<file path="config.mk">
export PLATFORM = sky130hd
export DESIGN_NAME = commit_rat
export DESIGN_NICKNAME = d
export VERILOG_FILES = /design/src/rtl/commit_rat_pkg.sv /design/src/rtl/free_tag_fifo.sv /design/src/rtl/commit_rat.sv
export SDC_FILE = /design/constraint.sdc
export NUM_CORES = 2
export LEC_CHECK = 0
export ABC_AREA = 1
export CAP_MARGIN = 40
export CORE_MARGIN = 4
export CORE_UTILIZATION = 35
export CTS_CLUSTER_DIAMETER = 200
export DETAILED_ROUTE_END_ITERATION = 6
export PLACE_DENSITY = 0.63
export SKIP_LAST_GASP = 1
export SLEW_MARGIN = 20
export SYNTH_ARGS = -nofsm -noshare
export SYNTH_HDL_FRONTEND = slang
export SYNTH_HIERARCHICAL = 1
export SYNTH_SLANG_ARGS = --single-unit
</file>
<file path="constraint.sdc">
create_clock -name clk -period 7.55 [get_ports clk]
set_clock_uncertainty 0.05 [all_clocks]
set_input_delay 1.51 -clock clk [delete_from_list [all_inputs] [get_ports clk]]
set_output_delay 1.51 -clock clk [all_outputs]
set_load 0.1 [all_outputs]
</file>
<file path="src/rtl/commit_rat_pkg.sv">
// Shared commit/rename definitions: micro-op layout,
// tag and register widths, and the constant-tag value.
package commit_rat_pkg;

    localparam int UOP_W  = 23;
    localparam int TAG_W  = 7;
    localparam int PTAG_W = 6;
    localparam int NM_W   = 5;
    localparam int NM_CNT = 32;

    localparam logic [TAG_W-1:0] TAG_CONST = 7'h40;

    typedef struct packed {
        logic [NM_W-1:0]  nm_dst;
        logic [TAG_W-1:0] tag_dst;
        logic [6:0]       sqn;
        logic             is_branch;
        logic             rsvd;
        logic             compressed;
        logic             valid;
    } com_uop_t;

    function automatic logic is_phys(input logic [TAG_W-1:0] t);
        return !t[TAG_W-1];
    endfunction

endpackage

</file>
<file path="src/rtl/free_tag_fifo.sv">
// Free physical-tag FIFO: up to WIDTH pushes per cycle
// in port order, two in-order pop lanes, sticky overflow.
import commit_rat_pkg::*;

module free_tag_fifo #(
    parameter int WIDTH = 4,
    parameter int DEPTH = 16,
    localparam int PTR_W = $clog2(DEPTH),
    localparam int CNT_W = PTR_W + 1
) (
    input  logic                         clk,
    input  logic                         rst,
    input  logic [WIDTH-1:0]             push_valid,
    input  logic [WIDTH-1:0][PTAG_W-1:0] push_tag,
    input  logic [1:0]                   ready,
    output logic [1:0][PTAG_W-1:0]       tag,
    output logic [1:0]                   valid,
    output logic [CNT_W-1:0]             count,
    output logic                         overflow
);

    logic [PTAG_W-1:0] mem [DEPTH];
    logic [PTR_W-1:0]  rptr;
    logic [PTR_W-1:0]  wptr;
    logic [CNT_W-1:0]  count_q;
    logic              ovf_q;

    logic              pop0;
    logic              pop1;
    logic [CNT_W-1:0]  pop_cnt;
    logic [CNT_W-1:0]  room;
    logic [CNT_W-1:0]  push_cnt;
    logic              drop;
    logic [DEPTH-1:0]  wr_en;
    logic [PTAG_W-1:0] wr_data [DEPTH];
    logic [PTR_W-1:0]  slot;

    assign count    = count_q;
    assign overflow = ovf_q;
    assign valid    = {count_q > CNT_W'(1), count_q != '0};
    assign tag[0]   = mem[rptr];
    assign tag[1]   = mem[rptr + PTR_W'(1)];

    assign pop0    = valid[0] & ready[0];
    assign pop1    = pop0 & valid[1] & ready[1];
    assign pop_cnt = CNT_W'(pop0) + CNT_W'(pop1);
    assign room    = CNT_W'(DEPTH) - count_q + pop_cnt;

    // Pack accepted pushes into consecutive slots; flag any excess.
    always_comb begin
        push_cnt = '0;
        drop     = 1'b0;
        wr_en    = '0;
        slot     = '0;
        for (int s = 0; s < DEPTH; s++) wr_data[s] = '0;
        for (int i = 0; i < WIDTH; i++) begin
            if (push_valid[i]) begin
                if (push_cnt < room) begin
                    slot          = wptr + push_cnt[PTR_W-1:0];
                    wr_en[slot]   = 1'b1;
                    wr_data[slot] = push_tag[i];
                    push_cnt      = push_cnt + CNT_W'(1);
                end else begin
                    drop = 1'b1;
                end
            end
        end
    end

    // Pointer, occupancy and sticky-overflow state.
    always_ff @(posedge clk) begin
        if (rst) begin
            rptr    <= '0;
            wptr    <= '0;
            count_q <= '0;
            ovf_q   <= 1'b0;
        end else begin
            rptr    <= rptr + pop_cnt[PTR_W-1:0];
            wptr    <= wptr + push_cnt[PTR_W-1:0];
            count_q <= count_q + push_cnt - pop_cnt;
            if (drop) ovf_q <= 1'b1;
        end
    end

    // Storage; contents are don't-care until counted valid.
    always_ff @(posedge clk) begin
        for (int s = 0; s < DEPTH; s++) begin
            if (!rst && wr_en[s]) mem[s] <= wr_data[s];
        end
    end

endmodule

</file>
<file path="src/rtl/commit_rat.sv">
// Committed register alias table: retires up to WIDTH
// mappings per cycle and recycles displaced physical tags.
import commit_rat_pkg::*;

module commit_rat #(
    parameter int WIDTH      = 4,
    parameter int FREE_DEPTH = 16
) (
    input  logic                   clk,
    input  logic                   rst,
    input  logic [WIDTH*UOP_W-1:0] IN_comUOp,
    input  logic                   IN_mispredFlush,
    output logic [2*PTAG_W-1:0]    OUT_freeTag,
    output logic [1:0]             OUT_freeValid,
    input  logic [1:0]             IN_freeReady,
    input  logic [NM_W-1:0]        IN_lookupNm,
    output logic [TAG_W-1:0]       OUT_lookupTag,
    output logic                   OUT_stall,
    output logic                   OUT_overflow
);

    localparam int CNT_W    = $clog2(FREE_DEPTH) + 1;
    localparam int STALL_AT = FREE_DEPTH - 2 * WIDTH;

    logic [TAG_W-1:0]             map_q [NM_CNT];
    logic [TAG_W-1:0]             map_d [NM_CNT];
    com_uop_t                     uop [WIDTH];
    logic [TAG_W-1:0]             old;
    logic [WIDTH-1:0]             push_valid;
    logic [WIDTH-1:0][PTAG_W-1:0] push_tag;
    logic [1:0][PTAG_W-1:0]       fifo_tag;
    logic [CNT_W-1:0]             count;
    logic                         unused_fields;

    // Split the flat port bus into per-port micro-ops.
    always_comb begin
        for (int i = 0; i < WIDTH; i++) begin
            uop[i] = com_uop_t'(IN_comUOp[i*UOP_W +: UOP_W]);
        end
    end

    // Ordering metadata plays no part in committed state.
    always_comb begin
        unused_fields = 1'b0;
        for (int i = 0; i < WIDTH; i++) begin
            unused_fields = unused_fields ^ (^{uop[i].sqn,
                uop[i].is_branch, uop[i].rsvd, uop[i].compressed});
        end
    end

    // Apply commits in port order so later ports see earlier writes.
    always_comb begin
        map_d      = map_q;
        push_valid = '0;
        push_tag   = '0;
        old        = TAG_CONST;
        for (int i = 0; i < WIDTH; i++) begin
            if (uop[i].valid && !IN_mispredFlush &&
                uop[i].nm_dst != '0) begin
                old                  = map_d[uop[i].nm_dst];
                push_valid[i]        = is_phys(old);
                push_tag[i]          = old[PTAG_W-1:0];
                map_d[uop[i].nm_dst] = uop[i].tag_dst;
            end
        end
    end

    // Committed map register.
    always_ff @(posedge clk) begin
        for (int n = 0; n < NM_CNT; n++) begin
            if (rst) map_q[n] <= TAG_CONST;
            else     map_q[n] <= map_d[n];
        end
    end

    assign OUT_lookupTag = (IN_lookupNm == '0) ? TAG_CONST
                                               : map_q[IN_lookupNm];
    assign OUT_freeTag   = fifo_tag;
    assign OUT_stall     = count > CNT_W'(STALL_AT);

    free_tag_fifo #(
        .WIDTH (WIDTH),
        .DEPTH (FREE_DEPTH)
    ) u_fifo (
        .clk        (clk),
        .rst        (rst),
        .push_valid (push_valid),
        .push_tag   (push_tag),
        .ready      (IN_freeReady),
        .tag        (fifo_tag),
        .valid      (OUT_freeValid),
        .count      (count),
        .overflow   (OUT_overflow)
    );

endmodule

</file>
==> results.json <==
{
  "status": "completed",
  "crit_path_end": "u_fifo/count[4]",
  "r2r_start": "u_fifo/count[2]",
  "critPathMaxStageDelay_ns": 0.83,
  "setup_ws_ns": 0.352,
  "pre_cts_ws_ns": -0.879,
  "cts-root-buf": "clkbuf_16",
  "clock_path_buffers": 3,
  "period_needed_ns": 7.20,
  "hp-class": "flop to flop",
  "power_leakage_uw": 0.0229,
  "yosysWarningCount": 6,
  "cts_hold_buf": 0,
  "critPathKind": "input port to flop",
  "syn_inst": 6700,
  "io_buffers": 84,
  "ys_seq_area_frac": 0.206,
  "power.density_nw_per_um2": 201,
  "start_util": 0.353,
  "cpLargestDelayFamily": "buffers and inverters",
  "post_cts_buffers": 0,
  "async_flop_share": 0,
  "synth_area_um2": 37200,
  "drive_above_1_share": 0.139,
  "cp_slowest_cell": "clkdlybuf4s50_1",
  "first_iter_violations": 8543,
  "syn_avg_cell_area_um2": 5.55,
  "crit_buf_inv": 7,
  "core_area_um2": 105000,
  "numClockSinks": 334,
  "setup_viol": 0,
  "wl_per_cell_um": 32.0,
  "vias": 53810,
  "synth_seq_cells": 334,
  "synth.largest_area_cell": "nand2_1",
  "cts_max_level": 2,
  "path_max_fanout": 12,
  "synth_nets": 6838,
  "first_pass_iters": 7,
  "die_w_um": 334,
  "relSlewSlack": 0.314,
  "rrSetupSlack_ns": 1.16,
  "routabilityCongestion": 1.09,
  "die_h_um": 334,
  "ys.flop_type": "dfxtp_1",
  "hpwl_um": 214000,
  "insertion_delay_ns": 0.68,
  "num_io_pins": 125,
  "synth_most_common_cell": "nand2_1",
  "grt_max_degree": 155,
  "grt_pass1_vias": 48352,
  "wl_um": 276000,
  "cp.depth": 27,
  "final_max_slew_viol_count": 0,
  "cp-startpoint": "IN_comUOp[65]",
  "area_delta_synth_final_pct": 24.9,
  "nets": 7301,
  "antenna_left": 0,
  "placementRows": 119,
  "track_usage": 0.474,
  "yosysUniqueCellTypes": 54,
  "tritoncts": "yes",
  "fin_hold_ws_ns": 0.473,
  "synthTopCellsByCount": "2,059 x nand2_1, 1,000 x nand3_1, 627 x o21ai_0, 606 x inv_1, 475 x nor2_1",
  "critPathLaunchType": "input port",
  "rsz0062_at_grt": "no",
  "worstPathArrival_ns": 7.75,
  "worst_ep_required_time_ns": 8.10,
  "crit_top_cell": "nand2_1",
  "cts.clk_slew.worst_paths_ns": 0.06,
  "antenna_found_initial": 29,
  "grt_first_pass_wirelength_um": 374000,
  "fill_cells": 11578,
  "r2r-end": "u_fifo/count[4]",
  "fmax_mhz": 139,
  "worst_slew_pin_slew_ns": 1.03,
  "cap_violations": 0,
  "synth-edff-count": 96,
  "fp.dieArea_um2": 112000,
  "numCtsBuffers": 48,
  "peakVddDrop_uv": 202,
  "yosysTopAreaCellShare": 0.208,
  "finalHoldViolCount": 0,
  "yosys-top-cells-area": "nand2_1 21%, nand3_1 13%, dfxtp_1 13%, o21ai_0 8.4%, edfxtp_1 7.8%",
  "vias_per_cell": 6.25,
  "endpoint_kind": "flop",
  "r2r_cells": 39,
  "grt_overflow": 0,
  "min_period_over_period": 0.953,
  "drc": 0
}
[cells in the final DEF (no fill, tap or decap), drive strengths merged, types with 7 or more instances in the layout]
master,count
dfxtp,238
nand2,2066
nand4,100
a31oi,41
o22ai,44
o21bai,73
bufinv,8
buf,786
o211ai,257
a22oi,44
inv,642
ha,29
clkbuf,66
xor2,12
a41oi,20
and2,14
fa,7
clkdlybuf4s50,64
a211oi,7
o2111ai,17
a22o,9
o21ai,654
clkinv,29
a21oi,255
nor2,495
or2,20
nor3,37
nand3,1007
diode,21
o221ai,36
edfxtp,96
[state kept, by name (all words and copies together) (netlist names)]
signal	count
map_q	224
u_fifo/count	5
u_fifo/mem	96
u_fifo/overflow	1
u_fifo/rptr	4
u_fifo/wptr	4
[how the worst min path moves through the flow]
| stage | from | slack [ns] | cells after the start | endpoint |
|---|---|---|---|---|
| after floorplan | map_q[219] | 0.41 | 2 | map_q[219] |
| after global placement | map_q[220] | 0.45 | 2 | map_q[220] |
| after detailed placement | map_q[220] | 0.45 | 2 | map_q[220] |
| after CTS | map_q[220] | 0.46 | 2 | map_q[220] |
| after global routing | map_q[220] | 0.48 | 2 | map_q[220] |
| final | map_q[220] | 0.47 | 2 | map_q[220] |
[logic make-up after synthesis]
logic type	after synthesis	share of synthesized area
simple gates	3747	0.429
compound gates	1470	0.236
flops	334	0.206
fa+ha+maj	36	0.0135
xor+xnor	15	0.00353
buf+inv	1098	0.113
[tightest hold or removal path, delay by kind of cell, from the launching register on]
| kind | cells | cell delay [ns] |
|---|---|---|
| simple gates | 1 | 0.04 |
| flops | 1 | 0.36 |
| buf+inv | 1 | 0.09 |
[routing by layer]
layer  GRT usage  part of all wire
met5           0           0.00071
met2       0.675              0.39
met4       0.331             0.087
met1       0.593              0.38
met3       0.168              0.14
[final cells by class]
type                    count  area [um^2]  share of cell area
diodes                     21         52.6             0.00113
clock buffers              64         1330              0.0287
clock inverters            26          353             0.00760
inverters                 656         2470              0.0532
multi-input cells        5268        25500               0.550
flip-flops and latches    334         7650               0.165
well taps                1391         1740              0.0375
repair buffers            855         7320               0.158
[timing repair]
action | 4_1_cts | 5_1_grt
pin swaps | 0 | 6
endpoints found under the setup margin | 3 | 139
gates cloned | 0 | 0
resized for setup | 2 | 53
[metrics by stage]
step / TNS (ns) / area [um^2] / total power, uW / utilization / cells
after global routing: 0 / 46400 / 9640 / 0.440 / 8594
after detailed placement: -87.84 / 44500 / 6640 / 0.423 / 8499
after global placement: -85.66 / 44100 / 6330 / 0.419 / 8471
after floorplan: 0 / 37200 / 4540 / - / 6700
after CTS: 0 / 46200 / 9180 / 0.439 / 8589
final: 0 / 46400 / 9340 / 0.440 / 8615
[report_power, final]
part           internal, uW  total (uW)  switching (uW)  leakage [uW]
Combinational          1480        4760            3270        0.0194
Clock                  1510        2560            1050      0.000826
Sequential             1920        2020            99.6       0.00268
Total                  4920        9340            4430        0.0229
(Power assumes the default switching activity.)
